<file path="src/rtl/pipe_ctrl_pkg.sv">
// rtl/pipe_ctrl_pkg.sv - shared control-bit indices, MA state type and timeout length
// Used by ma_ctrl_fsm and mem_access_unit (timeout feature: MA_TIMEOUT_EN).
package pipe_ctrl_pkg;

  localparam int CTR_MEM_READ   = 0;
  localparam int CTR_MEM_WRITE  = 1;
  localparam int CTR_REG_WRITE  = 2;
  localparam int CTR_MEM_TO_REG = 3;
  localparam int CTR_BRANCH_EQ  = 4;
  localparam int CTR_BRANCH_LT  = 5;
  localparam int CTR_JUMP       = 6;
  localparam int CTR_LINK       = 7;

  localparam int MA_TIMEOUT_CYCLES = 16;

  typedef enum logic {
    ST_IDLE = 1'b0,
    ST_WAIT = 1'b1
  } maState_t;

  function automatic logic isMemOp(input logic [7:0] ctr);
    return ctr[CTR_MEM_READ] | ctr[CTR_MEM_WRITE];
  endfunction

endpackage

</file>
<file path="src/rtl/ma_ctrl_fsm.sv">
// rtl/ma_ctrl_fsm.sv - memory handshake FSM with optional timeout (MA_TIMEOUT_EN)
// Drives the request/stall handshake; reports a timeout abort to the datapath.
module ma_ctrl_fsm
  import pipe_ctrl_pkg::*;
(
  input  logic clkIn,
  input  logic resetIn,
  input  logic memOpIn,
  input  logic memAckIn,
  output logic memReqOut,
  output logic stallOut,
  output logic timeoutOut
`ifdef MA_TIMEOUT_EN
  ,
  output logic errOut
`endif
);

  maState_t state;

`ifdef MA_TIMEOUT_EN
  logic [3:0] timeoutCnt;
  logic       errReg;

  assign timeoutOut = !resetIn && (state == ST_WAIT) && !memAckIn &&
                      (timeoutCnt == 4'(MA_TIMEOUT_CYCLES - 1));
  assign errOut     = errReg;
`else
  assign timeoutOut = 1'b0;
`endif

  assign memReqOut = !resetIn && (((state == ST_IDLE) && memOpIn) || (state == ST_WAIT));
  assign stallOut  = memReqOut && !memAckIn && !timeoutOut;

  always_ff @(posedge clkIn) begin
    if (resetIn) begin
      state      <= ST_IDLE;
`ifdef MA_TIMEOUT_EN
      timeoutCnt <= 4'd0;
      errReg     <= 1'b0;
`endif
    end else begin
      case (state)
        ST_IDLE: begin
          if (memOpIn && !memAckIn) begin
            state      <= ST_WAIT;
`ifdef MA_TIMEOUT_EN
            // The unacknowledged IDLE cycle already counts as request cycle one.
            timeoutCnt <= 4'd1;
`endif
          end
        end
        ST_WAIT: begin
          if (memAckIn || timeoutOut) begin
            state <= ST_IDLE;
          end
`ifdef MA_TIMEOUT_EN
          else begin
            timeoutCnt <= timeoutCnt + 4'd1;
          end
          if (timeoutOut) begin
            errReg <= 1'b1;
          end
`endif
        end
        default: state <= ST_IDLE;
      endcase
    end
  end

endmodule

</file>
<file path="src/rtl/mem_access_unit.sv">
// rtl/mem_access_unit.sv - MA stage: memory access, branch resolve, WB registers
// Optional access timeout with sticky errOut when MA_TIMEOUT_EN is defined.
module mem_access_unit
  import pipe_ctrl_pkg::*;
(
  input  logic        clkIn,
  input  logic        resetIn,
  input  logic [7:0]  ctrSignalsIn,
  input  logic        LessIn,
  input  logic        ZeroIn,
  input  logic [31:0] ResultIn,
  input  logic [31:0] DataIn,
  input  logic [31:0] PCRelAddrIn,
  input  logic [31:0] retAddrIn,
  input  logic [4:0]  rdIn,
  output logic        memReqOut,
  output logic        memWeOut,
  output logic [31:0] memAddrOut,
  output logic [31:0] memWDataOut,
  input  logic [31:0] memRDataIn,
  input  logic        memAckIn,
  output logic        stallOut,
  output logic        flushOut,
  output logic [31:0] targetOut,
  output logic        wbRegWriteOut,
  output logic [4:0]  wbRdOut,
  output logic [31:0] wbDataOut
`ifdef MA_TIMEOUT_EN
  ,
  output logic        errOut
`endif
);

  logic        memWrite;
  logic        regWrite;
  logic        memToReg;
  logic        branchEq;
  logic        branchLt;
  logic        jump;
  logic        link;
  logic        memOp;
  logic        taken;
  logic        timeoutHit;
  logic [31:0] wbDataNext;

  assign memWrite = ctrSignalsIn[CTR_MEM_WRITE];
  assign regWrite = ctrSignalsIn[CTR_REG_WRITE];
  assign memToReg = ctrSignalsIn[CTR_MEM_TO_REG];
  assign branchEq = ctrSignalsIn[CTR_BRANCH_EQ];
  assign branchLt = ctrSignalsIn[CTR_BRANCH_LT];
  assign jump     = ctrSignalsIn[CTR_JUMP];
  assign link     = ctrSignalsIn[CTR_LINK];
  assign memOp    = isMemOp(ctrSignalsIn);

  ma_ctrl_fsm uFsm (
    .clkIn      (clkIn),
    .resetIn    (resetIn),
    .memOpIn    (memOp),
    .memAckIn   (memAckIn),
    .memReqOut  (memReqOut),
    .stallOut   (stallOut),
    .timeoutOut (timeoutHit)
`ifdef MA_TIMEOUT_EN
    ,
    .errOut     (errOut)
`endif
  );

  // Read+write together is a write; EX/MA is frozen while stalled so these stay stable.
  assign memWeOut    = memReqOut & memWrite;
  assign memAddrOut  = ResultIn;
  assign memWDataOut = DataIn;

  assign taken     = !stallOut && ((branchEq && ZeroIn) || (branchLt && LessIn) || jump);
  assign flushOut  = taken && !resetIn;
  assign targetOut = PCRelAddrIn;

  always_comb begin
    wbDataNext = ResultIn;
    if (link) begin
      wbDataNext = retAddrIn;
    end else if (memToReg) begin
      wbDataNext = memRDataIn;
    end
  end

  // Stall or timeout abort inserts a bubble; rd/data keep their last values.
  always_ff @(posedge clkIn) begin
    if (resetIn) begin
      wbRegWriteOut <= 1'b0;
      wbRdOut       <= 5'd0;
      wbDataOut     <= 32'd0;
    end else if (stallOut || timeoutHit) begin
      wbRegWriteOut <= 1'b0;
    end else begin
      wbRegWriteOut <= regWrite && (rdIn != 5'd0);
      wbRdOut       <= rdIn;
      wbDataOut     <= wbDataNext;
    end
  end

endmodule

</file>
<file path="config.mk">
export PLATFORM = sky130hd
export DESIGN_NAME = mem_access_unit
export DESIGN_NICKNAME = d
export VERILOG_FILES = /design/src/rtl/pipe_ctrl_pkg.sv /design/src/rtl/ma_ctrl_fsm.sv /design/src/rtl/mem_access_unit.sv
export SDC_FILE = /design/constraint.sdc
export NUM_CORES = 1
export LEC_CHECK = 0
export ABC_AREA = 1
export BUFFER_PORTS_ARGS = -buffer_cell sky130_fd_sc_hd__buf_2
export CAP_MARGIN = 10
export CORE_AREA = 5 5 120 122
export CTS_CLUSTER_DIAMETER = 60
export DETAILED_ROUTE_END_ITERATION = 7
export DIE_AREA = 0 0 125 127
export GPL_ROUTABILITY_DRIVEN = 0
export HOLD_SLACK_MARGIN = 0.08
export PLACE_DENSITY = 0.61
export REMOVE_ABC_BUFFERS = 1
export SYNTH_ARGS = -nofsm -noshare
export SYNTH_HDL_FRONTEND = slang
export SYNTH_SLANG_ARGS = --single-unit
</file>
<file path="constraint.sdc">
create_clock -name clkIn -period 2.2 [get_ports clkIn]
set_clock_uncertainty 0.1 [all_clocks]
set_input_delay 0.44 -clock clkIn [delete_from_list [all_inputs] [get_ports clkIn]]
set_output_delay 0.44 -clock clkIn [all_outputs]
set_load 0.02 [all_outputs]
</file>
==> results of run 1 <==
## placed cells by master, fill, tap and decap left out
cell       count
a21oi_1        1
nand3_2        1
nand3_1       32
buf_12         1
bufinv_16      1
o21ai_0        1
buf_2        187
inv_1         71
nor2_2         1
dfxtp_1       39
clkbuf_16      5
a21oi_4        1
buf_4          7
nor2_1         6
nand2_1      244
nand2_2        1
inv_2          1
clkbuf_1       1
## kinds of logic after synthesis
family,Yosys count,share of synthesized area (%)
buffers and inverters,189,36.8
AOI/OAI and AO/OA,3,0.861
DFF,39,25.6
and+or+nand+nor,285,36.7
## sequential cells by signal, indices dropped and copies added (netlist names)
name and count:
uFsm.state 1, wbDataOut 32, wbRdOut 5, wbRegWriteOut 1
## power breakdown
| part | total (mW) | switching (mW) | leakage (nW) | internal (mW) |
|---|---|---|---|---|
| Clock | 0.797 | 0.268 | 0.0769 | 0.529 |
| Sequential | 0.788 | 0.0267 | 0.322 | 0.761 |
| Combinational | 0.563 | 0.348 | 1.96 | 0.215 |
| Total | 2.15 | 0.643 | 2.36 | 1.51 |
## per-stage QoR
stage | hold WS, ps | utilization [%] | worst slack, ps | instances | cell area, um2
finish | 267 | 27.4 | 263 | 777 | 3590
global route | 271 | 27.4 | 97.9 | 777 | 3590
CTS | 255 | 27.4 | 213 | 777 | 3590
detailed placement | 334 | 26.2 | 282 | 770 | 3430
global placement | 332 | 26.2 | 287 | 770 | 3430
floorplan | 431 | - | 591 | 399 | 2200
## worst max-delay path, stage by stage, from the launching register on
cell and delay (ps):
dfxtp_1 300, inv_1 50, nand2_2 100, nand3_2 90, inv_2 320, buf_2 250
## metal layers
layer  GRT usage, %  part of all wire (%)  vias to the layer above
met5           8.05                   1.1                        -
met4           1.66                  0.27                        4
met3           19.9                    25                        6
met2           25.1                    39                      248
met1           17.8                    35                     1221
li1               -                     -                     1569
## final cells by class
type                            instances  area share [%]
Sequential cell                        39            21.8
Multi-Input combinational cell        288            32.0
Tap cell                              176            6.14
Clock buffer                            6            3.59
Inverter                               72            7.54
Clock inverter                          1           0.837
Timing Repair Buffer                  195            28.1
## path summary, 6_finish.rpt
| check | end | slack, ps | depth (start not counted) |
|---|---|---|---|
| max | stallOut | 260 | 5 |
| min reg2reg | wbDataOut[19] | 350 | 2 |
| max reg2reg | wbDataOut[3] | 700 | 7 |
| min | wbRdOut[1] | 270 | 3 |
==> flow_summary.yaml, run 1 <==
power_and_ir_drop:
  power_mw: 2.15
  ir_drop_uv: 249
  power_density_mw_per_mm2: 599
  leakage_nw: 2.36
routing:
  wire_per_inst_um: 18.8
  route.vias.total: 3048
  firstDrtPassIters: 4
  routed_wl_mm: 14.6
  ant_nets: 0
  drc: 0
  drtIter0Drc: 108
  vias_per_cell: 3.92
timing:
  finalCritPeriodShare_pct: 88.1
  fin_setup_tns_ps: 0
  max_slew.worst_pin.slew_ps: 409
  setup_viol: 0
  final.min_clock_period_ps: 1940
  rsz0062_at_grt: "no"
  max-slew-margin-rel_pct: 72.7
  fmaxAchievable_mhz: 516
  report.final.slew_viol_count: 0
  hold_viol_final: 0
synth:
  syn-cell-area_mm2: 0.00305
  yosysWarningCount: 0
  ys_top_cells_by_area: "nand2_1, dfxtp_1, buf_4, inv_1, nand3_1"
  synth_seq_cells: 39
  synthMostInstantiatedCell: "nand2_1"
  seq_area_frac_synth_pct: 25.6
  ys_async_sr_fraction_pct: 0
  synth_cell_types: 16
  synth_top_area_share_pct: 30.0
  synth_edf_count: 0
  synth-main-ff-cell: "dfxtp_1"
  ys_top_cells_by_count: "nand2_1, buf_4, inv_1"
  post-synth-top-area-cell: "nand2_1"
  synth_cells: 516
  synth.avg_cell_area_um2: 5.91
clock_tree:
  post_cts_buffers: 0
  cts.clk_slew.worst_paths_ps: 60
  tritoncts: "built"
  cts_resized: 0
  htreeDepth: 2
  clk_latency_ps: 270
  cts_root_buf: "clkbuf_16"
  ctsHoldBuffers: 0
  clkSinkCount: 39
  cts_buffers: 5
  clock_path_buffers: 2
cells_and_area:
  final_layout_size_suffix_gt1_share_pct: 34.3
  antennaDiodeCount: 0
  area_growth_syn_to_layout_pct: 17.5
  final_nets: 779
  seqCellArea_um2: 781
  multi_input_area_mm2: 0.00115
  fillers: 1523
setup_path:
  r2r_start: "uFsm.state"
  worstSetupPathType: "register to primary output"
  worstPathMaxFanout: 21
  required_ps: 1660
  start_kind: "register"
  crit_arrival_ps: 1400
  startpoint: "uFsm.state"
  end_kind: "primary output"
run:
  maxCapViolCount: 0
floorplan:
  die_w_um: 125
  rows: 42
  initial_utilization_pct: 23.3
  die_h_um: 127
  dieArea_mm2: 0.0159
  io_pins: 316
  coreArea_mm2: 0.0131
global_routing:
  grt_max_degree: 38
  antenna_found_initial: 0
  overflow: 0
  track_usage_pct: 17.8
  grt_pass1_wl_mm: 20.6
  grt_pass1_vias: 3001
place:
  hpwl_mm: 12.5
  place.port_buffers: 187
outcome:
  status: "finished clean"
min_path:
  holdCritStartpoint: "rdIn[1]"
  hold_path.class: "input port to register"
Power figures use the tool's default switching activity.
==> run 2, diff against run 1 <==
--- a/config.mk
+++ b/config.mk
@@ -9,6 +9,7 @@
 export BUFFER_PORTS_ARGS = -buffer_cell sky130_fd_sc_hd__buf_2
 export CAP_MARGIN = 10
 export CORE_AREA = 5 5 120 122
+export CTS_BUF_LIST = sky130_fd_sc_hd__clkbuf_16
 export CTS_CLUSTER_DIAMETER = 60
 export DETAILED_ROUTE_END_ITERATION = 7
 export DIE_AREA = 0 0 125 127
==> flow_summary.yaml, run 2 (synthesis results as in run 1) <==
routing:
  drtIter0Drc: 108
  routed_wl_mm: 14.6
  route.vias.total: 3048
  vias_per_cell: 3.92
  wire_per_inst_um: 18.8
  drc: 0
  ant_nets: 0
  firstDrtPassIters: 4
timing:
  report.final.slew_viol_count: 0
  fmaxAchievable_mhz: 516
  fin_setup_tns_ps: 0
  setup_ws_ps: 263
  rsz0062_at_grt: "no"
  final.min_clock_period_ps: 1940
  hold_viol_final: 0
  finalCritPeriodShare_pct: 88.1
  max-slew-margin-rel_pct: 72.7
  setup_viol: 0
  max_slew.worst_pin.slew_ps: 409
power_and_ir_drop:
  switching_share_pct: 30.0
  clkPwrFrac_pct: 37.0
  ir_drop_uv: 248
  leakage_nw: 2.37
  comb_power_share_pct: 26.2
  seqPwrFrac_pct: 36.8
  internal_power_mw: 1.50
  netSwitchingPower_mw: 0.643
  power_density_mw_per_mm2: 598
clock_tree:
  cts_buffers: 5
  cts_root_buf: "clkbuf_16"
  cts_resized: 0
  htreeDepth: 2
  ctsHoldBuffers: 0
  clkSinkCount: 39
  clock_path_buffers: 2
  tritoncts: "built"
  clk_latency_ps: 270
  post_cts_buffers: 0
  cts.clk_slew.worst_paths_ps: 60
floorplan:
  coreArea_mm2: 0.0131
  initial_utilization_pct: 23.3
  rows: 42
  die_h_um: 127
  dieArea_mm2: 0.0159
  io_pins: 316
  die_w_um: 125
min_path:
  holdCritStartpoint: "rdIn[1]"
  hold_path.class: "input port to register"
cells_and_area:
  final_area_mm2: 0.00359
  final_nets: 779
  largest_register_ff_count: 32
  largest_registers: "wbDataOut: 32 flops, wbRdOut: 5 flops"
  antennaDiodeCount: 0
  final_layout_size_suffix_gt1_share_pct: 34.3
  layout_common_cells: "nand2_1, buf_2, inv_1"
  regMostFlops: "wbDataOut"
  final_common_cell: "nand2_1"
  area_growth_syn_to_layout_pct: 17.5
  fillers: 1523
place:
  placed_area_mm2: 0.00343
  place.port_buffers: 187
  hpwl_mm: 12.5
  place_ws_ps: 282
setup_path:
  required_ps: 1660
  worstSetupPathType: "register to primary output"
  start_kind: "register"
  startpoint: "uFsm.state"
  worstPathMaxFanout: 21
  crit_arrival_ps: 1400
  r2r_start: "uFsm.state"
  end_kind: "primary output"
outcome:
  status: "finished clean"
global_routing:
  grt_pass1_vias: 3001
  antenna_found_initial: 0
  grt_max_degree: 38
  grt_pass1_wl_mm: 20.6
  track_usage_pct: 17.8
  overflow: 0
run:
  maxCapViolCount: 0
run 2: cell count changes in the layout (fill, tap and decap cells not counted), sizes merged:
cell and delta:
clkbuf -1, inv +1
run 2: worst max-delay path: stages (launching register included):
cell and delay, ps:
dfxtp_1 300, inv_1 50, nand2_2 100, nand3_2 90, inv_2 320, buf_2 250
run 2: layout make-up:
type / count / area, um2 / share of cell area [%]
Inverter: 72 / 270 / 7.54
Multi-Input combinational cell: 288 / 1150 / 32.0
Sequential cell: 39 / 781 / 21.8
Timing Repair Buffer: 195 / 1010 / 28.1
Tap cell: 176 / 220 / 6.14
Clock buffer: 5 / 125 / 3.49
Clock inverter: 2 / 33.8 / 0.942
run 2: worst paths after layout:
kind / cells after the start / end / slack [ps]
max: 5 / stallOut / 260
min: 3 / wbRdOut[1] / 270
max reg2reg: 7 / wbDataOut[3] / 700
min reg2reg: 2 / wbDataOut[19] / 350
run 2: metrics by stage:
stage	hold WS (ps)	utilization [%]	total power, mW	cells
floorplan	431	-	1.05	399
global placement	332	26.2	1.37	770
detailed placement	334	26.2	1.37	770
CTS	255	27.4	2.19	777
global route	271	27.4	2.29	777
finish	267	27.4	2.14	777
run 2: layer usage:
layer  track usage (%)  part of all wire [%]  vias up  wire length, um
met2              25.1                    39      248             5710
met5              8.05                   1.1        -              156
met4              1.66                  0.27        4               39
met1              17.8                    35     1221             5080
met3              19.9                    25        6             3590
li1                  -                     -     1569                -
run 2: power by group through the flow:
| stage | registers (mW) | logic (mW) | clock network (mW) |
|---|---|---|---|
| floorplan | 0.867 | 0.180 | 0 |
| global placement | 0.802 | 0.567 | 0 |
| detailed placement | 0.802 | 0.569 | 0 |
| CTS | 0.788 | 0.571 | 0.834 |
| global route | 0.795 | 0.636 | 0.855 |
| finish | 0.788 | 0.563 | 0.793 |
